### config.mk
export PLATFORM = sky130hd
export DESIGN_NAME = i2c_txn_scheduler
export DESIGN_NICKNAME = d
export VERILOG_FILES = /design/src/rtl/i2c_txn_scheduler.sv
export SDC_FILE = /design/constraint.sdc
export NUM_CORES = 1
export LEC_CHECK = 0
export BUFFER_PORTS_ARGS = -buffer_cell sky130_fd_sc_hd__buf_2
export CAP_MARGIN = 20
export CORE_MARGIN = 2
export CORE_UTILIZATION = 52
export CTS_CLUSTER_DIAMETER = 200
export DETAILED_ROUTE_END_ITERATION = 8
export PLACE_DENSITY = 0.77
export REMOVE_ABC_BUFFERS = 1
export SETUP_SLACK_MARGIN = 0.2
export SLEW_MARGIN = 20
export SYNTH_ARGS = -nofsm -noshare
export SYNTH_HDL_FRONTEND = slang
export SYNTH_SLANG_ARGS = --single-unit
### constraint.sdc
create_clock -name i_scl_4x -period 2.7 [get_ports i_scl_4x]
set_input_delay 0.54 -clock i_scl_4x [delete_from_list [all_inputs] [get_ports i_scl_4x]]
set_output_delay 0.54 -clock i_scl_4x [all_outputs]
set_load 0.01 [all_outputs]
### src/rtl/i2c_txn_scheduler.sv
// Round-robin sequencer sharing one byte-level I2C master engine between NREQ clients.
// Each grant becomes START, device/register address, one write or a repeated-start read, then STOP.
module i2c_txn_scheduler #(
    parameter int NREQ  = 2,
    parameter int LEN_W = 9
) (
    input  logic                    i_scl_4x,
    input  logic                    i_reset_n,
    input  logic [NREQ-1:0]         i_req,
    input  logic [NREQ*7-1:0]       i_dev_addr,
    input  logic [NREQ*8-1:0]       i_reg_addr,
    input  logic [NREQ-1:0]         i_rw,
    input  logic [NREQ*8-1:0]       i_wr_data,
    input  logic [NREQ*LEN_W-1:0]   i_len,
    output logic [NREQ-1:0]         o_gnt,
    output logic [NREQ-1:0]         o_done,
    output logic [1:0]              o_err,
    output logic                    o_rd_valid,
    output logic [7:0]              o_rd_data,
    output logic                    o_rd_last,
    output logic                    o_cmd_valid,
    output logic [2:0]              o_cmd,
    output logic [7:0]              o_cmd_data,
    input  logic                    i_cmd_ready,
    input  logic                    i_eng_done,
    input  logic                    i_eng_ack,
    input  logic [7:0]              i_eng_rdata
);
    localparam int IDX_W = $clog2(NREQ);
    localparam logic [2:0] C_START = 3'd0, C_WRITE = 3'd1, C_RACK  = 3'd2,
                           C_RNACK = 3'd3, C_STOP  = 3'd4, C_RSTRT = 3'd5;

    typedef enum logic [3:0] {
        S_IDLE, S_START, S_DEVW, S_REGA, S_WDATA, S_RSTRT, S_DEVR, S_RDB, S_STOP, S_FIN
    } state_t;

    state_t             r_state;
    logic [IDX_W-1:0]   r_last_gnt;
    logic [IDX_W-1:0]   r_owner;
    logic [NREQ-1:0]    r_gnt;
    logic [NREQ-1:0]    r_done;
    logic [1:0]         r_err;
    logic               r_rd_valid;
    logic [7:0]         r_rd_data;
    logic               r_rd_last;
    logic               r_cmd_valid;
    logic [2:0]         r_cmd;
    logic [7:0]         r_cmd_data;
    logic               r_wait;
    logic [6:0]         r_dev;
    logic [7:0]         r_reg;
    logic               r_rw;
    logic [7:0]         r_wdata;
    logic [LEN_W-1:0]   r_len;

    logic               w_win_found;
    logic [IDX_W-1:0]   w_win_idx;
    logic [IDX_W-1:0]   w_cand;

    // Walk from farthest to nearest so the requester right after last_gnt wins.
    always_comb begin
        w_win_found = 1'b0;
        w_win_idx   = '0;
        w_cand      = '0;
        for (int k = NREQ; k >= 1; k--) begin
            w_cand = IDX_W'((int'(r_last_gnt) + k) % NREQ);
            if (i_req[w_cand]) begin
                w_win_found = 1'b1;
                w_win_idx   = w_cand;
            end
        end
    end

    always_ff @(posedge i_scl_4x or negedge i_reset_n) begin
        if (!i_reset_n) begin
            r_state     <= S_IDLE;
            r_last_gnt  <= IDX_W'(NREQ - 1);
            r_owner     <= '0;
            r_gnt       <= '0;
            r_done      <= '0;
            r_err       <= 2'd0;
            r_rd_valid  <= 1'b0;
            r_rd_data   <= 8'd0;
            r_rd_last   <= 1'b0;
            r_cmd_valid <= 1'b0;
            r_cmd       <= C_START;
            r_cmd_data  <= 8'd0;
            r_wait      <= 1'b0;
            r_dev       <= 7'd0;
            r_reg       <= 8'd0;
            r_rw        <= 1'b0;
            r_wdata     <= 8'd0;
            r_len       <= '0;
        end else begin
            r_rd_valid <= 1'b0;
            if (r_cmd_valid && i_cmd_ready) begin
                r_cmd_valid <= 1'b0;
                r_wait      <= 1'b1;
            end
            case (r_state)
                S_IDLE: begin
                    if (w_win_found) begin
                        r_owner     <= w_win_idx;
                        r_gnt       <= NREQ'(1) << w_win_idx;
                        r_dev       <= i_dev_addr[int'(w_win_idx)*7 +: 7];
                        r_reg       <= i_reg_addr[int'(w_win_idx)*8 +: 8];
                        r_rw        <= i_rw[w_win_idx];
                        r_wdata     <= i_wr_data[int'(w_win_idx)*8 +: 8];
                        r_len       <= i_len[int'(w_win_idx)*LEN_W +: LEN_W];
                        r_err       <= 2'd0;
                        r_cmd       <= C_START;
                        r_cmd_data  <= 8'd0;
                        r_cmd_valid <= 1'b1;
                        r_state     <= S_START;
                    end
                end
                S_FIN: begin
                    r_done     <= '0;
                    r_gnt      <= '0;
                    r_last_gnt <= r_owner;
                    r_state    <= S_IDLE;
                end
                default: begin
                    if (r_wait && i_eng_done) begin
                        // Every completion launches the next state's single command.
                        r_wait      <= 1'b0;
                        r_cmd_valid <= 1'b1;
                        r_cmd_data  <= 8'd0;
                        r_cmd       <= C_STOP;
                        r_state     <= S_STOP;
                        case (r_state)
                            S_START: begin
                                r_state    <= S_DEVW;
                                r_cmd      <= C_WRITE;
                                r_cmd_data <= {r_dev, 1'b0};
                            end
                            S_DEVW: begin
                                if (i_eng_ack) begin
                                    r_err <= 2'd1;
                                end else begin
                                    r_state    <= S_REGA;
                                    r_cmd      <= C_WRITE;
                                    r_cmd_data <= r_reg;
                                end
                            end
                            S_REGA: begin
                                if (i_eng_ack) begin
                                    r_err <= 2'd2;
                                end else if (!r_rw) begin
                                    r_state    <= S_WDATA;
                                    r_cmd      <= C_WRITE;
                                    r_cmd_data <= r_wdata;
                                end else if (r_len != '0) begin
                                    r_state <= S_RSTRT;
                                    r_cmd   <= C_RSTRT;
                                end
                            end
                            S_WDATA: begin
                                if (i_eng_ack) r_err <= 2'd3;
                            end
                            S_RSTRT: begin
                                r_state    <= S_DEVR;
                                r_cmd      <= C_WRITE;
                                r_cmd_data <= {r_dev, 1'b1};
                            end
                            S_DEVR: begin
                                if (i_eng_ack) begin
                                    r_err <= 2'd3;
                                end else begin
                                    r_state <= S_RDB;
                                    r_cmd   <= (r_len == LEN_W'(1)) ? C_RNACK : C_RACK;
                                end
                            end
                            S_RDB: begin
                                r_rd_valid <= 1'b1;
                                r_rd_data  <= i_eng_rdata;
                                r_rd_last  <= (r_len == LEN_W'(1));
                                r_len      <= r_len - LEN_W'(1);
                                if (r_len != LEN_W'(1)) begin
                                    r_state <= S_RDB;
                                    r_cmd   <= (r_len == LEN_W'(2)) ? C_RNACK : C_RACK;
                                end
                            end
                            S_STOP: begin
                                r_cmd_valid <= 1'b0;
                                r_done      <= r_gnt;
                                r_state     <= S_FIN;
                            end
                            default: begin
                                r_cmd_valid <= 1'b0;
                                r_state     <= S_IDLE;
                            end
                        endcase
                    end
                end
            endcase
        end
    end

    assign o_gnt       = r_gnt;
    assign o_done      = r_done;
    assign o_err       = r_err;
    assign o_rd_valid  = r_rd_valid;
    assign o_rd_data   = r_rd_data;
    assign o_rd_last   = r_rd_last;
    assign o_cmd_valid = r_cmd_valid;
    assign o_cmd       = r_cmd;
    assign o_cmd_data  = r_cmd_data;
endmodule
==> metrics.csv <==
stage,metric,value,unit
outcome,status,"complete, no violations",
die,Die Area,7890,sq um
timing,final hold violations,0,
timing,fin crit period,2220,ps
die,Die Span Y,88.8,microns
pwr,Max IR drop VDD,461,uV
run,Max Cap Viol,0,
die,Initial Utilization,54.5,%
critical_path,CP top delay family,compound AO/OA/AOI/OAI gates,
cts,maximum clock path buffer count,2,
timing,RSZ-0062 raised after global routing,false,
cts,CTS Hold Buffers Added,0,
cts,CTS tree,built,
final_layout,Largest Register,r_len,
cts,clock slew at reported path FFs,70,ps
critical_path,Stages on worst setup path,4,
logic_synthesis,adder-cell share of the synthesized area,1.34,%
pwr,leakage,2.20,nW
logic_synthesis,sequential area share after synthesis,45.5,%
logic_synthesis,post-synthesis async set-or-reset flop share,100,%
detailed_routing,drt total wl,8.95,mm
detailed_routing,Via-to-Cell Ratio,5.73,
global_routing,antenna violations before repair,0,
die,Top Ports,109,
critical_path,CP startpoint,r_state[3],
global_routing,pin count of the biggest net entering global routing,57,
critical_path,end point of the critical path,r_len[5],
critical_path,R2R Path End,r_len[5],
timing,Final Cycle Share,82.2,%
detailed_routing,via count,3296,
global_routing,GR Layer Usage met1,33.6,%
critical_path,slowest cell on the critical path,or4_4,
final_layout,Area Growth Syn to Fin,21.9,%
critical_path,WS Path Type,reg -> reg,
detailed_routing,drt initial violations,156,
critical_path,worst-path cell chain,"or4_4, o22ai_4, o21ai_0, a22o_1",
hold_path,HP Class,in -> async,
placed_design,placed insts,560,
final_layout,Layout Nets,560,
critical_path,CP max FO,20,
final_layout,Final Cell Area,4560,sq um
final_layout,share of layout cells above drive strength 1,34.2,%
logic_synthesis,post-synthesis mux area share,12.5,%
critical_path,register-to-register setup slack,480,ps
critical_path,crit end category,flop,
critical_path,Worst R2R Start,r_state[3],
critical_path,CP arrival,2450,ps
critical_path,"slowest stage delay, CP",660,ps
logic_synthesis,Simple-Gate Fraction of Synth Area,15.8,%
timing,Setup Viol. Count Final,0,
die,die width,88.8,microns
logic_synthesis,Post-synth EDFFs,0,
detailed_routing,# DRC,0,
logic_synthesis,largest family of logic cells by synthesized area,compound AO/OA/AOI/OAI gates,
global_routing,GR Util met2,38.4,%
pwr,Cell Pwr Density,1050,nW/um^2
cts,H-tree Lvls,3,
cts,Num Clock Sinks,68,
timing,Worst Max-Slew Pin Slew,955,ps
global_routing,met3 usage,4.29,%
timing,Max Clk Rate,451,MHz
final_layout,max FFs per register,9,
logic_synthesis,"Top FF cell, synth",dfrtp_1,
global_routing,first-pass GRT wire length,14.7,mm
logic_synthesis,"Warnings, synthesis",0,
cts,cts bufs inserted,9,
cts,# Post-CTS Setup Buffers,0,
critical_path,startpoint types,flop,
logic_synthesis,xor/xnor share of the synthesized area,0.468,%
die,placement row count,30,
placed_design,post-DP HPWL,6.58,mm
timing,"Slew Viols, Final",0,
logic_synthesis,Yosys top cell by area,dfrtp_1,
timing,relative slew slack,36.2,%
logic_synthesis,compound-gate portion of the synthesized area,20.0,%
die,core area,6870,sq um
logic_synthesis,Synth top area share,44.8,%
global_routing,vias in the first global route,3091,
logic_synthesis,"FF+latch count, synth",68,
logic_synthesis,area of the mapped netlist,3740,sq um
detailed_routing,drt pass-1 iters,4,
timing,clk_skew,6.79,ps
global_routing,busiest grt layer,met2,
detailed_routing,wire per inst,15.6,microns
placed_design,placed inst area,4390,sq um
detailed_routing,post-route ant nets,0,
placed_design,Placer Congestion,0.905,
final_layout,fillcell total,576,
global_routing,GRT Total Usage,24.3,%
logic_synthesis,synthesized instance count,369,
logic_synthesis,main area contributors after synthesis,"dfrtp_1 (45%), mux2i_1 (8.3%), o21ai_0 (5.2%)",
final_layout,n_diodes,0,
global_routing,grt ovf,0,
critical_path,CP bufs+invs,0,
placed_design,number of port buffers,108,
critical_path,R2R depth,4,
logic_synthesis,Unique masters post-synth,66,
critical_path,Critical Path RT,2930,ps
logic_synthesis,Mapped Avg Cell Area,10.1,sq um
cts,clk_lat worst skew,340,ps
cts,Root Buffer,clkbuf_8,
final_layout,final cell count without fillers,575,
cts,CTS resizes,0,
[metal layers]
metal | up-vias | share of wire [%]
li1 | 1576 | -
met1 | 1580 | 43
met2 | 127 | 49
met3 | 13 | 5.9
met4 | 0 | 1.6
met5 | - | 0
[cell type report]
type | count | area [sq um] | area share, %
clock buffers | 9 | 124 | 2.72
clock inverters | 6 | 42.5 | 0.933
inverters | 7 | 26.3 | 0.576
multi-input cells | 268 | 1890 | 41.5
flip-flops and latches | 68 | 1700 | 37.3
well taps | 96 | 120 | 2.63
repair buffers | 121 | 651 | 14.3
[kinds of logic (layout without fill, tap and decap cells)]
group	after synthesis	count (layout)
XOR/XNOR	2	2
AO/OA/AOI/OAI	107	107
AND/OR/NAND/NOR	110	110
multiplexers	45	45
buffers and inverters	33	143
flip-flops	68	68
adder cells (fa/ha/maj)	4	4
[how the worst min path moves through the flow]
stage | startpoint | end | cells past startpoint
global placement | r_wdata[3] | r_wdata[3] | 2
global route | i_reset_n | r_len[4] | 1
floorplan | i_reset_n | o_cmd[0] | 0
finish | i_reset_n | r_len[3] | 1
detailed placement | r_dev[5] | r_dev[5] | 2
CTS | i_reset_n | r_len[1] | 1
[worst reg2reg max path, stage by stage, from the launching register on]
cell	delay, ps
dfrtp_1	590
or4_4	660
o22ai_4	450
o21ai_0	170
a22o_1	250
[metrics by stage]
stage	worst slack, ps	total power [mW]	TNS [ps]	util [%]	hold slack (ps)
floorplan	-2250	3.29	-72980	-	244
global placement	576	4.00	0	64.0	463
detailed placement	495	4.08	0	64.0	471
CTS	500	4.79	0	66.4	187
global route	350	5.16	0	66.4	207
finish	481	4.78	0	66.4	173
[cells in the final DEF (no fill, tap or decap), drive strengths merged, types with 3 or more instances in the layout]
cell type    n
a22oi        9
buf        121
clkbuf       9
a22o         6
clkinv       4
a31oi        4
o211ai       3
ha           4
nand3        8
a221o        7
nor2b        4
o21ai       41
a211oi       3
nand2b       3
mux2i       31
nand2       41
a21oi        7
a21boi       4
mux2        14
o22ai        5
nor2        24
inv          7
nor4         3
and3         3
nor3         6
nor3b        3
dfrtp       67
[power by group]
group / leakage (nW) / switching (mW) / internal [mW]
Sequential: 0.860 / 0.346 / 1.49
Clock: 0.0811 / 0.389 / 0.327
Combinational: 1.26 / 1.26 / 0.960
Total: 2.20 / 2.00 / 2.78
[synthesized netlist by cell type, drive strengths merged (4+ instances only)]
cell,n
a22o,6
a31oi,4
o21ai,41
a22oi,9
buf,16
a21boi,4
clkbuf,10
inv,7
ha,4
a21oi,7
nor3,6
a221o,7
o22ai,5
mux2,14
nand3,8
mux2i,31
nor2b,4
dfrtp,67
nor2,24
nand2,41
Note: power is estimated with default switching activity, not from simulation.
